==> src/rtl/and_share_arbiter.sv <==
// and_share_arbiter: round-robin grant of one registered AND-reduce
// unit among N requesters, with optional locked bursts.
module and_share_arbiter #(
  parameter int N = 3,
  parameter int W = 3,
  parameter int MAX_BURST = 4,
  localparam int IW = $clog2(N)
) (
  input  logic           clk,
  input  logic           rst_n,
  input  logic [N-1:0]   req,
  input  logic [N-1:0]   lock,
  input  logic [N*W-1:0] op,
  output logic [N-1:0]   gnt,
  output logic           res_valid,
  output logic [IW-1:0]  res_id,
  output logic           res_and
);

  localparam int CW = $clog2(MAX_BURST + 1);
  localparam bit CAN_LOCK = (MAX_BURST > 1);

  typedef enum logic {ARB, LOCK} state_t;

  state_t        state;
  logic [IW-1:0] ptr;
  logic [IW-1:0] owner;
  logic [CW-1:0] cnt;

  logic [W-1:0]  opv [N];
  logic [IW-1:0] win;
  logic [IW-1:0] idx;
  logic [IW-1:0] nxt;
  logic [CW-1:0] cnt_inc;
  logic          hit;
  logic          win_and;
  int            j;

  for (genvar i = 0; i < N; i++) begin : g_op
    assign opv[i] = op[i*W +: W];
  end

  // Winner search; forced idle while reset is held.
  always_comb begin
    gnt = '0;
    win = '0;
    idx = '0;
    hit = 1'b0;
    j   = 0;
    if (rst_n) begin
      if (state == LOCK) begin
        if (req[owner]) begin
          gnt[owner] = 1'b1;
          win        = owner;
          hit        = 1'b1;
        end
      end else begin
        for (int k = 0; k < N; k++) begin
          j = int'(ptr) + k;
          if (j >= N) j = j - N;
          idx = IW'(j);
          if (!hit && req[idx]) begin
            hit      = 1'b1;
            win      = idx;
            gnt[idx] = 1'b1;
          end
        end
      end
    end
  end

  assign win_and = &opv[win];
  assign nxt     = (win == IW'(N - 1)) ? '0 : win + 1'b1;
  assign cnt_inc = cnt + 1'b1;

  always_ff @(posedge clk) begin
    if (!rst_n) begin
      state     <= ARB;
      ptr       <= '0;
      owner     <= '0;
      cnt       <= '0;
      res_valid <= 1'b0;
      res_id    <= '0;
      res_and   <= 1'b0;
    end else begin
      res_valid <= hit;
      if (hit) begin
        res_id  <= win;
        res_and <= win_and;
      end
      case (state)
        ARB: begin
          if (hit) begin
            ptr <= nxt;
            if (lock[win] && CAN_LOCK) begin
              state <= LOCK;
              owner <= win;
              cnt   <= CW'(1);
            end
          end
        end
        LOCK: begin
          // ptr already points past owner, so it is left alone here
          if (!hit) begin
            state <= ARB;
          end else begin
            cnt <= cnt_inc;
            if (!lock[owner] || cnt_inc == CW'(MAX_BURST))
              state <= ARB;
          end
        end
        default: state <= ARB;
      endcase
    end
  end

endmodule

==> config.mk <==
export PLATFORM = sky130hd
export DESIGN_NAME = and_share_arbiter
export DESIGN_NICKNAME = d
export VERILOG_FILES = /design/src/rtl/and_share_arbiter.sv
export SDC_FILE = /design/constraint.sdc
export NUM_CORES = 1
export LEC_CHECK = 0
export BUFFER_PORTS_ARGS = -buffer_cell sky130_fd_sc_hd__clkbuf_2
export CORE_UTILIZATION = 54
export DETAILED_ROUTE_END_ITERATION = 16
export PLACE_DENSITY = 0.86
export SKIP_CTS_REPAIR_TIMING = 1
export SYNTH_ARGS = -nofsm -noshare
export SYNTH_HDL_FRONTEND = slang
export SYNTH_SLANG_ARGS = --single-unit
==> constraint.sdc <==
create_clock -name clk -period 2.6 [get_ports clk]
set_input_delay 0.13 -clock clk [delete_from_list [all_inputs] [get_ports clk]]
set_output_delay 0.13 -clock clk [all_outputs]
set_load 0.05 [all_outputs]
==> out/summary.json <==
{
  "reg_clk_slew_reported_paths": {"value": 0.07, "unit": "ns"},
  "finalClockSkew": {"value": 0.00123, "unit": "ns"},
  "pin_count": {"value": 24},
  "die_area": {"value": 0.00233, "unit": "mm^2"},
  "synth-main-ff-cell": {"value": "sky130_fd_sc_hd__dfxtp_1"},
  "seqCellArea": {"value": 244, "unit": "um^2"},
  "clockRootBuffer": {"value": "sky130_fd_sc_hd__clkbuf_4"},
  "place.port_buffers": {"value": 23},
  "synth-edff-count": {"value": 0},
  "critical_path_class": {"value": "reg2out"},
  "cts.sinks": {"value": 12},
  "globalplace.congestion": {"value": 0.846},
  "area_of_combinational_cells_with_multiple_inputs": {"value": 883, "unit": "um^2"},
  "post_synth.cell_area_avg": {"value": 7.66, "unit": "um^2"},
  "power-per-cell-area": {"value": 1170, "unit": "mW/mm^2"},
  "leakage": {"value": 0.552, "unit": "nW"},
  "antenna-diode-count": {"value": 0},
  "drv.max_cap_violation_count": {"value": 0},
  "cts_tree": {"value": "done"},
  "die_x": {"value": 48.3, "unit": "um"},
  "worst_slew_margin_rel": {"value": 61.7, "unit": "%"},
  "total_drc_errors_in_the_routed_layout": {"value": 0},
  "antenna_found_initial": {"value": 0},
  "synth.yosys.seq_area_share": {"value": 20.8, "unit": "%"},
  "critical_path_buf_inv_count": {"value": 3},
  "nFillCells": {"value": 164},
  "final_common_cell": {"value": "sky130_fd_sc_hd__clkbuf_2"},
  "drtAntennaViolNets": {"value": 0},
  "synthArstFlopShare": {"value": 0, "unit": "%"},
  "grt_overflow_total": {"value": 0},
  "mappedNetlistNets": {"value": 174},
  "totalWireLength": {"value": 2940, "unit": "um"},
  "ys_seq_elements": {"value": 12},
  "grt_pass1_vias": {"value": 1000},
  "drt_iter0_drc": {"value": 53},
  "cp_max_fo": {"value": 12},
  "wl_per_cell": {"value": 14.8, "unit": "um"},
  "syn_inst": {"value": 151},
  "cts_buffer_depth": {"value": 2},
  "setup.worst_path.end_class": {"value": "output port"},
  "hpwl": {"value": 2090, "unit": "um"},
  "total_via_count_after_detailed_routing": {"value": 1236},
  "clkLatencyLatePin": {"value": 0.28, "unit": "ns"},
  "post_synth_instance_area": {"value": 0.00116, "unit": "mm^2"},
  "avgViaCountPerCell": {"value": 6.24},
  "dr.pass1.iters": {"value": 4},
  "final-setup-viol-count": {"value": 0},
  "status": {"value": "finished clean"},
  "layout_worst_path_cycle_share": {"value": 96.5, "unit": "%"},
  "area_growth_syn_to_layout": {"value": 17.4, "unit": "%"},
  "worstHoldPathType": {"value": "in2reg"},
  "timing.critical_path.max_delay_family": {"value": "compound AO/OA/AOI/OAI gates"},
  "setup.worst_path.start_class": {"value": "register"},
  "yosysUniqueCellTypes": {"value": 51},
  "count_of_yosys_warnings_during_synthesis": {"value": 0},
  "crit_required": {"value": 2.47, "unit": "ns"},
  "track_usage": {"value": 26.7, "unit": "%"},
  "layout_min_cycle_time": {"value": 2.51, "unit": "ns"},
  "finalHoldViolCount": {"value": 0},
  "die_h": {"value": 48.3, "unit": "um"},
  "setup_total_negative_slack": {"value": 0, "unit": "ns"},
  "cp.arrival": {"value": 2.38, "unit": "ns"},
  "vdd_ir_drop_max": {"value": 0.825, "unit": "mV"},
  "first_pass_grt_wire_length": {"value": 4370, "unit": "um"},
  "nNetsFinal": {"value": 196},
  "placementRows": {"value": 16},
  "floorplan.initialDensity": {"value": 58.3, "unit": "%"},
  "pin_count_of_the_biggest_net_entering_global_routing": {"value": 18},
  "layout_common_cells": {"value": "21 x sky130_fd_sc_hd__clkbuf_2, 12 x sky130_fd_sc_hd__nor2_1, 11 x sky130_fd_sc_hd__a21oi_1, 11 x sky130_fd_sc_hd__dfxtp_1, 10 x sky130_fd_sc_hd__nand2_1"},
  "core": {"value": 0.00198, "unit": "mm^2"},
  "cts_bufs_inserted": {"value": 3},
  "timing_worst_slew_pin_value": {"value": 0.574, "unit": "ns"},
  "worst_path_max_delay_cell": {"value": "sky130_fd_sc_hd__dfxtp_4"},
  "timing_max_transition_violations_final": {"value": 0},
  "cells_along_the_critical_path": {"value": "inv_1 -> ha_4 -> buf_8 -> nor2b_1 -> a32oi_1 -> o32ai_2 -> a222oi_1 -> nor2_1 -> o21a_1 -> buf_4"},
  "htree_num_levels": {"value": 1},
  "total_power": {"value": 1.59, "unit": "mW"},
  "layout-drive-gt1-share": {"value": 25.7, "unit": "%"},
  "maxClockFrequency": {"value": 399, "unit": "MHz"},
  "critPathMaxStageDelay": {"value": 0.37, "unit": "ns"}
}
[logic make-up (layout without fill, tap and decap cells)]
family          count (synthesis)  after routing  synth area share (%)
simple gates                   65             65                  32.1
compound gates                 48             48                  30.4
buf+inv                        16             36                  6.17
flops                          12             12                  20.8
fa+ha+maj                       7              7                  7.47
mux                             3              3                  3.03
[final timing paths]
check,from,end,slack [ns],cells after the start
setup reg to reg,ptr[1],cnt[1],0.24,8
hold / removal,rst_n,owner[0],0.18,2
hold reg to reg,res_id[0],res_id[0],0.47,2
setup / recovery,ptr[0],gnt[0],0.09,10
[power breakdown]
part           switching (mW)  internal [mW]
Clock                  0.0641         0.0538
Sequential             0.0763          0.247
Combinational           0.680          0.470
[layer usage]
metal	up-vias	global-route usage, %	share of wire, %
met5	-	0	0
met4	0	6.67	0.92
met3	3	3.33	6.6
met2	65	45.1	49
met1	572	35.8	43
li1	596	-	-
[sequential cells by signal, indices dropped and copies added (netlist names)]
signal,cells
res_and,1
cnt,3
res_id,2
owner,2
state,1
res_valid,1
ptr,2
[cell type report]
cell class | instances | area share [%]
inverters | 7 | 1.94
multi-input cells | 123 | 65.1
flip-flops and latches | 12 | 18.0
clock buffers | 3 | 1.66
repair buffers | 26 | 10.9
well taps | 27 | 2.49
[Yosys cell counts (all sizes together), types with 2 or more instances]
library cell	instances	area share [%]
o22ai	2	1.6
a22oi	2	1.3
nand2	10	3.2
nand2b	5	2.7
ha	6	6.5
nand3b	4	2.6
buf	5	2.6
and2	4	2.2
a21oi	11	4.8
nand3	7	3.5
a32oi	2	1.5
nor2	14	5.4
o21ai	12	5.2
mux2i	2	1.7
inv	7	2.3
dfxtp	12	21
nand4bb	2	1.9
o21a	2	1.3
clkbuf	4	1.3
a31oi	2	1.1
a221oi	3	2.8
nor3	3	1.3
nor2b	10	5.6
[through the flow]
| stage | worst slack, ns | utilization, % | std cells | instance area (um^2) | hold WS (ns) |
|---|---|---|---|---|---|
| floorplan | 0.163 | - | 151 | 1160 | 0.402 |
| global placement | 0.213 | 64.7 | 195 | 1280 | 0.443 |
| detailed placement | 0.144 | 64.7 | 195 | 1280 | 0.461 |
| CTS | -0.154 | 65.8 | 198 | 1310 | 0.169 |
| global route | -0.0112 | 68.5 | 198 | 1360 | 0.209 |
| finish | 0.0914 | 68.5 | 198 | 1360 | 0.182 |
No activity file was read; power rests on OpenSTA's default activity.
